==> src/rtl/pma_types_1_12_pkg.sv <==
// Shared types and cause codes for the access-fault capture block.
package pma_types_1_12_pkg;

   typedef enum logic {FC_IDLE, FC_PENDING} fault_cap_state_t;

   localparam logic [3:0] CAUSE_I_ACC = 4'd1;
   localparam logic [3:0] CAUSE_L_ACC = 4'd5;
   localparam logic [3:0] CAUSE_S_ACC = 4'd7;

   // Data faults belong to the older instruction, so load beats store beats fetch.
   function automatic logic [3:0] win_cause(input logic ld, input logic st);
      if (ld)
         return CAUSE_L_ACC;
      else if (st)
         return CAUSE_S_ACC;
      else
         return CAUSE_I_ACC;
   endfunction

endpackage

==> src/rtl/priv_1_12_sat_counter.sv <==
// Saturating up-counter; clear wins over increment.
module priv_1_12_sat_counter #(
   parameter int W = 16
) (
   input  logic         clk,
   input  logic         rst,
   input  logic         inc,
   input  logic         clr,
   output logic [W-1:0] count
);

   always_ff @(posedge clk) begin
      if (rst || clr)
         count <= '0;
      else if (inc && (count != '1))
         count <= count + 1'b1;
   end

endmodule

==> src/rtl/priv_1_12_access_fault_capture.sv <==
// Qualifies and prioritises PMA/PMP access faults into one held exception
// record, stalls upstream while it is pending, and counts captures per class.
module priv_1_12_access_fault_capture
   import pma_types_1_12_pkg::*;
#(
   parameter int CNT_W = 16
) (
   input  logic             CLK,
   input  logic             RST,
   input  logic             pma_l_fault,
   input  logic             pma_s_fault,
   input  logic             pma_i_fault,
   input  logic             pmp_l_fault,
   input  logic             pmp_s_fault,
   input  logic             pmp_i_fault,
   input  logic [31:0]      daddr,
   input  logic [31:0]      iaddr,
   input  logic             ren,
   input  logic             wen,
   input  logic             xen,
   input  logic             flush,
   input  logic             fault_ack,
   input  logic             cnt_clr,
   output logic             fault_valid,
   output logic [3:0]       fault_cause,
   output logic [31:0]      fault_tval,
   output logic             fault_stall,
   output logic [CNT_W-1:0] cnt_l,
   output logic [CNT_W-1:0] cnt_s,
   output logic [CNT_W-1:0] cnt_i
);

   fault_cap_state_t state, state_n;
   logic [3:0]       cause_n;
   logic [31:0]      tval_n;
   logic             ld_q, st_q, if_q, any_q;
   logic             cap, cap_l, cap_s, cap_i;

   always_comb begin
      ld_q    = ren & (pma_l_fault | pmp_l_fault);
      st_q    = wen & (pma_s_fault | pmp_s_fault);
      if_q    = xen & (pma_i_fault | pmp_i_fault);
      any_q   = ld_q | st_q | if_q;
      state_n = state;
      cause_n = fault_cause;
      tval_n  = fault_tval;
      cap     = 1'b0;

      case (state)
         FC_IDLE:    cap = any_q;
         FC_PENDING: begin
            if (fault_ack) begin
               cap = any_q;
               if (!any_q) begin
                  state_n = FC_IDLE;
                  cause_n = '0;
                  tval_n  = '0;
               end
            end
         end
         default:    state_n = FC_IDLE;
      endcase

      // Flush discards both the held record and anything arriving this cycle.
      if (flush) begin
         cap     = 1'b0;
         state_n = FC_IDLE;
         cause_n = '0;
         tval_n  = '0;
      end

      if (cap) begin
         state_n = FC_PENDING;
         cause_n = win_cause(ld_q, st_q);
         tval_n  = (ld_q || st_q) ? daddr : iaddr;
      end

      cap_l = cap & ld_q;
      cap_s = cap & ~ld_q & st_q;
      cap_i = cap & ~ld_q & ~st_q;
   end

   always_ff @(posedge CLK) begin
      if (RST) begin
         state       <= FC_IDLE;
         fault_cause <= '0;
         fault_tval  <= '0;
      end else begin
         state       <= state_n;
         fault_cause <= cause_n;
         fault_tval  <= tval_n;
      end
   end

   assign fault_valid = (state == FC_PENDING);
   assign fault_stall = fault_valid;

   priv_1_12_sat_counter #(.W(CNT_W)) u_cnt_l (
      .clk(CLK), .rst(RST), .inc(cap_l), .clr(cnt_clr), .count(cnt_l)
   );

   priv_1_12_sat_counter #(.W(CNT_W)) u_cnt_s (
      .clk(CLK), .rst(RST), .inc(cap_s), .clr(cnt_clr), .count(cnt_s)
   );

   priv_1_12_sat_counter #(.W(CNT_W)) u_cnt_i (
      .clk(CLK), .rst(RST), .inc(cap_i), .clr(cnt_clr), .count(cnt_i)
   );

endmodule
==> config.mk <==
export PLATFORM = sky130hd
export DESIGN_NAME = priv_1_12_access_fault_capture
export DESIGN_NICKNAME = d
export VERILOG_FILES = /design/src/rtl/pma_types_1_12_pkg.sv /design/src/rtl/priv_1_12_sat_counter.sv /design/src/rtl/priv_1_12_access_fault_capture.sv
export SDC_FILE = /design/constraint.sdc
export NUM_CORES = 1
export LEC_CHECK = 0
export ABC_AREA = 1
export ABC_CLOCK_PERIOD_IN_PS = 3200
export BUFFER_PORTS_ARGS = -buffer_cell sky130_fd_sc_hd__buf_2
export CORE_MARGIN = 2
export CORE_UTILIZATION = 38
export DETAILED_ROUTE_END_ITERATION = 8
export SLEW_MARGIN = 20
export SYNTH_ARGS = -nofsm -noshare
export SYNTH_HDL_FRONTEND = slang
export SYNTH_SLANG_ARGS = --single-unit
==> constraint.sdc <==
create_clock -name CLK -period 3.2 [get_ports CLK]
set_clock_uncertainty 0.1 [all_clocks]
set_input_delay 0.16 -clock CLK [delete_from_list [all_inputs] [get_ports CLK]]
set_output_delay 0.16 -clock CLK [all_outputs]
set_load 0.01 [all_outputs]
## Word level (Yosys, flattened, before mapping)

Cells that the tools add are included.

- Bits in registers: 85
- Latch bits: 0
- Bits in writable memories: 0
- ROM bits: 0
- Output and inout port bits: 86
- Memories: 0

- Add/sub/neg operators: 3
- Multiply operators: 0
- Div/mod/pow operators: 0
- $lt $le $gt $ge: 0
- Equality and inequality tests: 4
- Shifts and indexed selects: 0
- Multiplexer cells: 21
- Bitwise operators: 15
- Reduce and logical (&&, ||, !) cells: 8

Operator list:

| operator | count |
|---|---|
| $mux 32 | 6 |
| $add 16x1->16 const B | 3 |
| $ne 16x16->1 const B | 3 |
| $mux 4 | 5 |
| $and 1x1->1 | 7 |
| $mux 1 | 7 |
| $mux 3 | 2 |
| $reduce_bool 3->1 | 2 |
| $or 1x1->1 | 5 |
| $logic_and 1x1->1 | 3 |
| $ne 3x2->1 const B | 1 |
| $not 1->1 | 3 |
| $reduce_and 3->1 | 1 |
| $logic_or 1x1->1 | 2 |
| $pmux 1 s2 | 1 |

## Longest topological paths before layout

Gate-level depths: netlist of the first run.

- Depth after elaboration: 10
- Mapped depth: 10

## Cells and area by module

Synthesis of the first run repeated with hierarchy kept, for this count alone.

- Cell total of the unflattened synthesis: 727
- Area total of the unflattened synthesis: 4694.5 um^2

By module, submodules not included:

| module | times used | cells each | area an instance (um^2) |
|---|---|---|---|
| priv_1_12_sat_counter | 3 | 149 | 950.9 |
| priv_1_12_access_fault_capture | 1 | 280 | 1841.8 |

## Worst setup path after synthesis of the first run

No wires, ideal clock.

- Kind: register to register
- From: reg u_cnt_l.count[0]
- To: reg u_cnt_l.count[11]
- Library setup time: 71 ps
- Arrival: 1541 ps
- Data required time: 3029 ps
- Setup slack: 1488 ps
- Cell stages (with the launch flop): 11
- Buffers on the path: 1
- Cell sequence: dfxtp_1 ha_1 nand3_1 inv_2 nand2_1 inv_2 nand3_4 nand2_4 buf_6 nand2_1 a21oi_1

- Longest elaborated chain between the ends: 2

Ends and longest elaborated chain:

| what | RTL line | source |
|---|---|---|
| start: declaration | priv_1_12_sat_counter.sv:9 | `output logic [W-1:0] count` |
| start signal: assignment | priv_1_12_sat_counter.sv:16 | `count <= count + 1'b1;` |
| branches (longest 2 deep; another with $add 16x1->16) | - |  |

Parallel ways; which one is timed is not known.
A chain may end at the register's enable or synchronous reset.

## Worst setup path after layout of the first run

- From: in flush
- To: reg u_cnt_s.count[8]

- Longest elaborated chain between the ends: 4

Ends and longest elaborated chain:

| what | RTL line | source |
|---|---|---|
| start: declaration | priv_1_12_access_fault_capture.sv:21 | `input logic flush,` |
| $mux 1 | priv_1_12_access_fault_capture.sv:65 | `if (flush) begin` |
| $and 1x1->1 (2 in series) | priv_1_12_access_fault_capture.sv:79 | `cap_s = cap & ~ld_q & st_q;` |
| $logic_and 1x1->1 | priv_1_12_sat_counter.sv:15 | `else if (inc && (count != '1))` |
| end signal: assignment | priv_1_12_sat_counter.sv:16 |  |
| end: declaration | priv_1_12_sat_counter.sv:9 |  |

No other way between the ends.

==> results by group, run 1 <==
Yosys
  – Post-synthesis cell area: 4760 sq um
  – Compound-Gate Fraction of Synth Area: 10.3%
  – Post-synthesis cell count: 738
  – Post-synthesis mux area share: 0%
  – Post-Synth XOR/XNOR Area: 2.94%
  – Syn. warnings: 0
  – Post-Synth Adder-Cell Area: 0.788%
  – Post-synth cell types: 34
  – Sequential area share after synthesis: 35.3%
  – Synthesized Nets: 819
  – Largest family of logic cells by synthesized area: simple AND/OR/NAND/NOR gates
  – Synth Area in Simple Gates: 43.4%
  – Synth Register Bits: 84
  – Syn avg cell area: 6.45 sq um

Global route
  – Largest net degree at the start of global routing: 37
  – Total track usage: 20.8%
  – Number of global-route vias before repair: 4777
  – First-pass GRT wire length: 22300 um
  – Total grt overflow: 0
  – Initial antenna violation count: 0

Setup path
  – Crit Path Category: input port to flop
  – Data required time of the worst path: 3300 ps
  – Worst R2R Setup Slack: 900 ps
  – Worst setup SP type: input port
  – Reg2Reg Depth: 8
  – Critical Path Fanout Max: 21
  – Reg-to-Reg Start: fault_stall$_SDFF_PP0_
  – Critical Path AT: 2430 ps
  – Crit-path slowest cell: nor2_2
  – Crit-path cells: dlygate4sd3_1 > buf_2 > inv_2 > nand2_2 > nor2_1 > nand2_1 > nor2_2 > inv_2 > nand2_1 > a21oi_1
  – Crit path capture type: flop
  – Reg2reg end: u_cnt_s.count[8]$_SDFFE_PP0P_
  – Worst stage delay on the critical path: 660 ps

Finish
  – Multi-input logic area: 2750 sq um
  – Commonest non-fill, non-tap cell in the layout: nand2_1
  – Register area: 1680 sq um
  – Layout area overhead: 24.2%
  – Design Area, Final: 5910 sq um
  – Commonest non-fill, non-tap cells in the layout: nand2_1, buf_2, nand3_1, dfxtp_1, a21oi_1
  – Final Net Count: 963
  – Fraction of layout cells with a size suffix above 1: 24.0%
  – Fillers: 1309
  – Diode count: 0

Placed design
  – DP Worst Slack: 820 ps
  – Port bufs: 162
  – DP Area: 5630 sq um
  – Post-DP HPWL: 10000 um
  – RD Place Congestion: 0.906

STA
  – Period utilization: 72.9%
  – RSZ-0062 raised after global routing: false
  – Slew Limit Headroom: 34.5%
  – Worst setup margin: 866 ps
  – Final setup TNS: 0 ps
  – Fmax: 428 MHz
  – Slew Viols, Final: 0
  – Min Tclk post-route: 2330 ps
  – # setup viols final: 0
  – Endpoints failing hold: 0
  – Worst Tran Pin Value: 982 ps

CTS
  – Post-CTS setup buffers: 0
  – H-tree levels: 3
  – CTS root buf: clkbuf_16
  – Clock sink count: 84
  – CTS tree: yes
  – Hold buffer count at cts: 1
  – TritonCTS buffer count: 9
  – Worst-case clock buffer depth: 2
  – Clock transition at path regs: 60 ps
  – Clock Latency Late Sink: 340 ps
  – PostCTS Resize Cnt: 0

Power
  – LEAKAGE: 2.60 nW
  – Tot Pwr: 0.00234 W
  – Maximum vdd ir drop: 0.198 mV
  – Pwr Density: 397 nW/um^2

Drt
  – Metal-1 WL: 6390 um
  – Wire length on met3: 634 um
  – Post-DRT Antenna Nets: 0
  – Wirelength per Cell: 13.1 um
  – Total vias in the final route: 5228
  – DR top layer: met4
  – 1st-pass router iterations: 5
  – Vias/cell: 4.96
  – Post-Route WL: 13800 um
  – DR iter-0 viols: 368
  – WL met2: 6540 um
  – DRC: 0

Worst hold path
  – Worst Hold End: fault_tval[5]$_SDFFE_PP0P_
  – Hold path depth: 5
  – Worst min path class: input port to flop
  – HP Start: daddr[5]

Die
  – # rows: 40
  – Chip height: 116 um
  – Die ar.: 13400 sq um
  – Initial Util: 39.3%
  – Area of the core: 12100 sq um
  – Die Wd: 116 um
  – I/O pin count: 164

Job
  – Maxcap violations: 0

Run status
  – Outcome: complete, no violations
## synthesized netlist by cell type
cell / instances / area, sq um
a211oi_1: 1 / 7.51
a21oi_1: 73 / 365
a21oi_2: 4 / 35.0
buf_1: 1 / 3.75
buf_2: 10 / 50.1
buf_4: 11 / 82.6
buf_6: 2 / 22.5
clkbuf_1: 12 / 45.0
clkinv_1: 1 / 3.75
conb_1: 1 / 3.75
dfxtp_1: 84 / 1680
ha_1: 3 / 37.5
inv_1: 31 / 116
inv_2: 5 / 18.8
nand2_1: 266 / 998
nand2_2: 3 / 18.8
nand2_4: 3 / 33.8
nand3_1: 101 / 505
nand3_4: 1 / 17.5
nand3b_1: 3 / 22.5
nand4_1: 15 / 93.8
nand4_2: 1 / 12.5
nor2_1: 64 / 240
nor2_2: 7 / 43.8
nor2_4: 2 / 22.5
nor2_8: 2 / 40.0
nor3_1: 1 / 5.00
nor3_2: 1 / 10.0
o21ai_0: 10 / 50.1
o21ai_2: 1 / 8.76
o21ai_4: 1 / 16.3
o21bai_1: 1 / 7.51
xnor2_1: 7 / 61.3
xor2_1: 9 / 78.8
## metal layers
layer	up-vias	global-route usage, %
li1	2684	-
met1	2381	26.6
met2	141	34.7
met3	22	3.66
met4	0	8.17
met5	-	0
## worst max-delay path: cells and delay by family
kind	cells	cell delay, ps
simple gates	5	1180
buf+inv	4	1010
compound gates	1	70
## worst max path at each step
stage,start,endpoint,slack [ps]
6_report,flush,u_cnt_s.count[8]$_SDFFE_PP0P_,870
4_1_cts,flush,u_cnt_s.count[10]$_SDFFE_PP0P_,880
2_1_floorplan,u_cnt_l.count[0]$_SDFFE_PP0P_,u_cnt_l.count[11]$_SDFFE_PP0P_,1490
3_5_place_dp,pmp_s_fault,fault_tval[2]$_SDFFE_PP0P_,820
5_1_grt,flush,u_cnt_s.count[12]$_SDFFE_PP0P_,660
3_3_place_gp,pmp_s_fault,fault_tval[12]$_SDFFE_PP0P_,870
## report_power, final
part	total, W	switching (W)	internal [W]
logic	0.000295	0.000189	0.000106
registers	0.00108	0.0000138	0.00107
clock network	0.000965	0.000420	0.000545
total	0.00234	0.000623	0.00172
## final cells by class
class / instances / share of cell area, %
multi-input cells: 581 / 46.4
repair buffers: 169 / 14.6
clock buffers: 12 / 4.17
inverters: 37 / 2.35
clock inverters: 3 / 0.402
flip-flops and latches: 84 / 28.4
well taps: 168 / 3.55
## logic make-up after synthesis
| logic type | count (synthesis) |
|---|---|
| DFF | 84 |
| buffers and inverters | 73 |
| other | 1 |
| adders and majority gates | 3 |
| and+or+nand+nor | 470 |
| AOI/OAI and AO/OA | 91 |
| xor gates and xnor gates | 16 |
## stage by stage
step	instances	utilization, %	hold WS, ps
final	1054	48.8	69.2
after global placement	1038	46.5	261
after global routing	1054	48.8	76.9
after CTS	1054	48.8	55.8
after detailed placement	1038	46.5	264
after floorplan	738	-	138
## registers in the layout, summed over array words and instances (netlist names)
signal         flops
fault_cause        3
fault_stall        1
fault_tval        32
u_cnt_i.count     16
u_cnt_l.count     16
u_cnt_s.count     16
(Power assumes the default switching activity.)
==> run 2: changes to the inputs <==
--- a/config.mk
+++ b/config.mk
@@ -6,7 +6,7 @@
 export NUM_CORES = 1
 export LEC_CHECK = 0
 export ABC_AREA = 1
-export ABC_CLOCK_PERIOD_IN_PS = 3200
+export ABC_CLOCK_PERIOD_IN_PS = 2400
 export BUFFER_PORTS_ARGS = -buffer_cell sky130_fd_sc_hd__buf_2
 export CORE_MARGIN = 2
 export CORE_UTILIZATION = 38
==> constraint.sdc (replaced) <==
create_clock -name CLK -period 2.4 [get_ports CLK]
set_clock_uncertainty 0.1 [all_clocks]
set_input_delay 0.12 -clock CLK [delete_from_list [all_inputs] [get_ports CLK]]
set_output_delay 0.12 -clock CLK [all_outputs]
set_load 0.01 [all_outputs]
==> results by group, run 2 (synthesized netlist as in run 1, its figures left out) <==
Run status
  – Outcome: complete, no violations

STA
  – RSZ-0062 raised after global routing: false
  – Worst Tran Pin Value: 654 ps (-328 ps)
  – Hold Slack: 24.8 ps (-44.4 ps)
  – Period utilization: 82.2%
  – Endpoints failing hold: 0 (unchanged)
  – Fmax: 507 MHz
  – Slew Viols, Final: 0 (unchanged)
  – # setup viols final: 0 (unchanged)
  – Min Tclk post-route: 1970 ps
  – Slew Limit Headroom: 56.2% (+22 points)
  – Final setup TNS: 0 ps (unchanged)

Finish
  – Final Net Count: 966 (+0.31%)
  – Commonest non-fill, non-tap cell in the layout: nand2_1
  – Top reg by flops: fault_tval
  – Layout area overhead: 25.6%
  – Max reg flops: 32 (unchanged)
  – Fraction of layout cells with a size suffix above 1: 24.0% (about the same)
  – Commonest non-fill, non-tap cells in the layout: nand2_1, buf_2, nand3_1, dfxtp_1, a21oi_1
  – Diode count: 0 (unchanged)

Drt
  – Post-DRT Antenna Nets: 0 (unchanged)
  – Wirelength per Cell: 12.7 um (-3.2%)
  – DR iter-0 viols: 276 (-25%)
  – DRC: 0 (unchanged)
  – Total vias in the final route: 5119 (-2.1%)
  – 1st-pass router iterations: 4 (-1)
  – Post-Route WL: 13400 um (-2.8%)
  – Vias/cell: 4.84 (-2.5%)

Global route
  – Initial antenna violation count: 0 (unchanged)
  – Total track usage: 20.8% (+0.034 points)
  – Number of global-route vias before repair: 4809 (+0.67%)
  – Total grt overflow: 0 (unchanged)
  – First-pass GRT wire length: 22500 um (+0.90%)
  – Largest net degree at the start of global routing: 37 (unchanged)

CTS
  – Clock Latency Late Sink: 340 ps (about the same)
  – CTS root buf: clkbuf_16
  – TritonCTS buffer count: 9 (unchanged)
  – Post-CTS setup buffers: 0 (unchanged)
  – H-tree levels: 3 (unchanged)
  – Clock sink count: 84 (unchanged)
  – Worst-case clock buffer depth: 2 (unchanged)
  – CTS tree: yes
  – Clock transition at path regs: 60 ps (about the same)

Setup path
  – Top delay family on crit path: simple AND/OR/NAND/NOR gates
  – Crit-path cells: ha_1 > inv_1 > nor2_2 > nand2_1 > nor2_1 > nor2_4 > inv_2 > nand2_1 > a21oi_1
  – CP bufs+invs: 2 (-2)
  – Crit-path slowest cell: dfxtp_1
  – Worst stage delay on the critical path: 410 ps (-250 ps)
  – Worst R2R Setup Slack: 430 ps (-470 ps)
  – Critical Path Fanout Max: 21 (unchanged)
  – Crit Path Category: flop to flop
  – Critical path's most frequent cell: nand2_1
  – Crit path capture type: flop
  – Data required time of the worst path: 2570 ps (-730 ps)
  – Critical Path AT: 2140 ps (-290 ps)
  – Worst setup SP type: flop

Power
  – Share of power burned in registers: 44.5% (-1.8 points)
  – Clock power share: 43.3% (+2.1 points)
  – Maximum vdd ir drop: 0.278 mV (+40%)
  – Logic pwr share: 12.2% (-0.4 points)
  – LEAKAGE: 2.64 nW (+1.5%)
  – Pwr Density: 544 nW/um^2 (+37%)
  – Switching power: 0.000810 W (+30%)
  – Int Power: 0.00244 W (+42%)
  – Switching part of the total: 24.9% (-1.7 points)

Placed design
  – Port bufs: 162 (unchanged)
  – Post-DP HPWL: 9860 um (-1.5%)
  – RD Place Congestion: 0.859 (-5.2%)

Die
  – Area of the core: 12100 sq um (unchanged)
  – Die ar.: 13400 sq um (unchanged)
  – Die Wd: 116 um (unchanged)
  – # rows: 40 (unchanged)
  – Initial Util: 39.3% (unchanged)
  – Chip height: 116 um (unchanged)
  – I/O pin count: 164 (unchanged)

Worst hold path
  – Worst min path class: input port to flop

Job
  – Maxcap violations: 0 (unchanged)
-- run 2: changes by cell type in the layout (fill, tap and decap cells not counted), sizes merged --
cell	previous run	this run
buf	168	171
bufinv	0	1
clkbuf	12	15
clkinvlp	2	0
clkinv	2	1
-- run 2: final cells by class --
class,instances,area (sq um)
Multi-Input combinational cell,581,2750
Sequential cell,84,1680
Clock buffer,15,268
Clock inverter,1,30.0
Timing Repair Buffer,172,901
Fill cell,1251,6130
Inverter,37,139
Tap cell,168,210
-- run 2: timing repair --
action,CTS,global route
setup endpoints to repair,0,8
hold buffers,1,0
resized for setup,0,1
hold endpoints to repair,1,0
-- run 2: metal layers --
metal / track usage (%) / part of all wire [%] / vias to the layer above
met5: 0 / 0 / -
met4: 8.17 / 2.1 / 0
met3: 3.66 / 4.7 / 19
met2: 34.4 / 47 / 111
met1: 27.0 / 46 / 2295
li1: - / - / 2694
-- run 2: worst paths after layout --
path / start / to / cells past startpoint
worst max-delay path: u_cnt_s.count[0]$_SDFFE_PP0P_ / u_cnt_s.count[8]$_SDFFE_PP0P_ / 9
worst max register to register: u_cnt_s.count[0]$_SDFFE_PP0P_ / u_cnt_s.count[8]$_SDFFE_PP0P_ / 9
worst min register to register: fault_tval[24]$_SDFFE_PP0P_ / fault_tval[24]$_SDFFE_PP0P_ / 2
worst min-delay path: daddr[7] / fault_tval[7]$_SDFFE_PP0P_ / 5
-- run 2: power groups by stage --
stage | clock network [W] | logic (W) | registers [W]
CTS | 0.00145 | 0.000400 | 0.00145
global route | 0.00151 | 0.000446 | 0.00145
detailed placement | 0 | 0.000398 | 0.00148
global placement | 0 | 0.000393 | 0.00148
finish | 0.00141 | 0.000396 | 0.00145
floorplan | 0 | 0.000230 | 0.00149
-- run 2: through the flow --
stage | total power, W | instances | setup slack [ps] | cell area, sq um | utilization (%)
floorplan | 0.00172 | 738 | 688 | 4760 | -
global placement | 0.00187 | 1041 | 259 | 5670 | 46.8
detailed placement | 0.00187 | 1041 | 205 | 5670 | 46.8
CTS | 0.00329 | 1058 | 176 | 5970 | 49.3
global route | 0.00341 | 1058 | 264 | 5980 | 49.4
finish | 0.00325 | 1058 | 427 | 5980 | 49.4
-- run 2: worst register-to-register path, stage by stage (launching register included) --
cell	delay [ps]
dfxtp_1	410
ha_1	240
inv_1	70
nor2_2	190
nand2_1	120
nor2_1	200
nor2_4	140
inv_2	220
nand2_1	80
a21oi_1	130
==> run 3: changes to the inputs <==
--- a/config.mk
+++ b/config.mk
@@ -6,11 +6,12 @@
 export NUM_CORES = 1
 export LEC_CHECK = 0
 export ABC_AREA = 1
-export ABC_CLOCK_PERIOD_IN_PS = 2400
+export ABC_CLOCK_PERIOD_IN_PS = 1700
 export BUFFER_PORTS_ARGS = -buffer_cell sky130_fd_sc_hd__buf_2
 export CORE_MARGIN = 2
 export CORE_UTILIZATION = 38
 export DETAILED_ROUTE_END_ITERATION = 8
+export PLACE_DENSITY = 0.66
 export SLEW_MARGIN = 20
 export SYNTH_ARGS = -nofsm -noshare
 export SYNTH_HDL_FRONTEND = slang
==> constraint.sdc (replaced) <==
create_clock -name CLK -period 1.7 [get_ports CLK]
set_clock_uncertainty 0.1 [all_clocks]
set_input_delay 0.085 -clock CLK [delete_from_list [all_inputs] [get_ports CLK]]
set_output_delay 0.085 -clock CLK [all_outputs]
set_load 0.01 [all_outputs]
==> results by group, run 3 (synthesized netlist as in run 1, its figures left out) <==
Run status
  – Outcome: complete, no violations

CTS
  – Worst-case clock buffer depth: 2 (unchanged)
  – Clock sink count: 84 (unchanged)
  – Clock transition at path regs: 60 ps (about the same)
  – H-tree levels: 3 (unchanged)
  – CTS tree: yes
  – CTS root buf: clkbuf_16
  – Clock Latency Late Sink: 350 ps (about the same)
  – TritonCTS buffer count: 9 (unchanged)

Power
  – Maximum vdd ir drop: 0.527 mV (+90%)
  – Int Power: 0.00353 W (+44%)
  – Clock power share: 42.1% (-1.2 points)
  – Tot Pwr: 0.00472 W (+45%)
  – Pwr Density: 693 nW/um^2 (+28%)
  – Logic pwr share: 14.7% (+2.5 points)
  – Switching part of the total: 25.2% (+0.33 points)
  – Switching power: 0.00119 W (+47%)
  – Share of power burned in registers: 43.2% (-1.3 points)
  – LEAKAGE: 3.07 nW (+17%)

Job
  – Maxcap violations: 0 (unchanged)

Setup path
  – Crit path depth: 9 (unchanged)
  – Crit-path cells: ha_2 > nand3_2 > inv_2 > nand2_1 > inv_2 > nand3_4 > nand2_4 > nand2_1 > a21oi_1
  – Reg2reg end: u_cnt_l.count[9]$_SDFFE_PP0P_
  – Crit-path slowest cell: dfxtp_1
  – CP bufs+invs: 2 (unchanged)
  – Top delay family on crit path: simple AND/OR/NAND/NOR gates
  – Crit Path Category: flop to flop
  – Setup crit end: u_cnt_l.count[9]$_SDFFE_PP0P_
  – Critical Path Fanout Max: 8 (-62%)
  – Crit path from: u_cnt_l.count[0]$_SDFFE_PP0P_
  – Critical Path AT: 1770 ps (-370 ps)
  – Worst setup SP type: flop
  – Reg-to-Reg Start: u_cnt_l.count[0]$_SDFFE_PP0P_
  – Reg2Reg Depth: 9 (unchanged)
  – Worst R2R Setup Slack: 110 ps (-320 ps)
  – Worst stage delay on the critical path: 350 ps (-60 ps)
  – Crit path capture type: flop
  – Data required time of the worst path: 1880 ps (-690 ps)

Global route
  – Initial antenna violation count: 0 (unchanged)
  – Largest net degree at the start of global routing: 37 (unchanged)
  – Total grt overflow: 0 (unchanged)
  – Number of global-route vias before repair: 5057 (+5.2%)
  – Total track usage: 21.5% (+0.72 points)
  – First-pass GRT wire length: 23100 um (+2.3%)

STA
  – Period utilization: 93.6% (+11 points)
  – # setup viols final: 0 (unchanged)
  – Endpoints failing hold: 0 (unchanged)
  – Final setup TNS: 0 ps (unchanged)
  – Min Tclk post-route: 1590 ps (-382 ps)
  – Fmax: 628 MHz (+24%)
  – Worst setup margin: 109 ps (-318 ps)
  – Slew Viols, Final: 0 (unchanged)

Finish
  – Max reg flops: 32 (unchanged)
  – Fraction of layout cells with a size suffix above 1: 28.9% (+4.8 points)
  – Top reg by flops: fault_tval
  – Diode count: 0 (unchanged)
  – Fillers: 1213 (-3.0%)
  – Commonest non-fill, non-tap cells in the layout: nand2_1, buf_2, nand3_1, dfxtp_1, a21oi_1
  – Commonest non-fill, non-tap cell in the layout: nand2_1
  – Layout area overhead: 42.9%
  – Final Net Count: 1049 (+8.6%)

Placed design
  – Post-DP HPWL: 9910 um (+0.51%)
  – Port bufs: 162 (unchanged)
  – DP Worst Slack: 53.8 ps (-152 ps)
  – RD Place Congestion: 0.877 (+2.1%)

Die
  – Die Wd: 116 um (unchanged)
  – I/O pin count: 164 (unchanged)
  – Die ar.: 13400 sq um (unchanged)
  – Chip height: 116 um (unchanged)
  – Area of the core: 12100 sq um (unchanged)
  – # rows: 40 (unchanged)
  – Initial Util: 39.3% (unchanged)

Drt
  – Vias/cell: 4.87 (+0.62%)
  – Post-DRT Antenna Nets: 0 (unchanged)
  – DRC: 0 (unchanged)
  – Total vias in the final route: 5555 (+8.5%)
  – DR iter-0 viols: 404 (+46%)
  – 1st-pass router iterations: 5 (+1)
  – Wirelength per Cell: 12.6 um (-0.41%)
  – Post-Route WL: 14400 um (+7.4%)

Worst hold path
  – Worst min path class: input port to flop
-- run 3: what timing repair did --
action	CTS	global route
setup endpoints to repair	0	69
resized for setup	0	23
hold buffers	34	0
buffers inserted	0	5
endpoints found under the hold margin	29	0
-- run 3: worst min-delay path by stage --
stage               from                           to  slack [ps]  cells past startpoint
5_1_grt         daddr[2]   fault_tval[2]$_SDFFE_PP0P_          10                      5
3_3_place_gp       flush       fault_stall$_SDFF_PP0_         190                      2
6_report        daddr[1]   fault_tval[1]$_SDFFE_PP0P_           7                      5
2_1_floorplan      flush       fault_stall$_SDFF_PP0_          60                      1
4_1_cts        iaddr[23]  fault_tval[23]$_SDFFE_PP0P_         0.1                      5
3_5_place_dp       flush       fault_stall$_SDFF_PP0_         200                      2
-- run 3: power groups by stage --
stage	Clock (W)	Sequential (W)	Combinational [W]
2_1_floorplan	0	0.00211	0.000324
3_3_place_gp	0	0.00208	0.000594
3_5_place_dp	0	0.00208	0.000595
4_1_cts	0.00205	0.00204	0.000664
5_1_grt	0.00213	0.00204	0.000764
6_report	0.00199	0.00204	0.000692
-- run 3: cell type report --
class | instances | area (sq um) | share of cell area [%]
flip-flops and latches | 84 | 1690 | 24.8
clock inverters | 5 | 50.0 | 0.736
well taps | 168 | 210 | 3.09
inverters | 37 | 141 | 2.08
repair buffers | 254 | 1660 | 24.3
clock buffers | 11 | 253 | 3.72
multi-input cells | 582 | 2810 | 41.3
-- run 3: layer usage --
metal,vias up,wire length [um],global-route usage (%)
met3,34,804,5.33
met4,0,355,9.21
li1,2868,-,-
met1,2497,6550,26.9
met5,-,0,0
met2,156,6710,35.4
-- run 3: per-stage QoR --
| step | util [%] | std cells | cell area, sq um | hold slack (ps) |
|---|---|---|---|---|
| after detailed placement | 49.7 | 1085 | 6020 | 196 |
| after global routing | 56.2 | 1141 | 6800 | 13.5 |
| after global placement | 49.7 | 1085 | 6020 | 194 |
| after CTS | 55.0 | 1135 | 6670 | 0.0999 |
| after floorplan | - | 738 | 4760 | 63.5 |
| final | 56.2 | 1141 | 6800 | 6.78 |
-- run 3: tightest hold or removal path, cell delays in order --
cell	delay [ps]
buf_2	100
nand2_1	50
nand2_1	50
nand2_1	60
a21oi_1	60
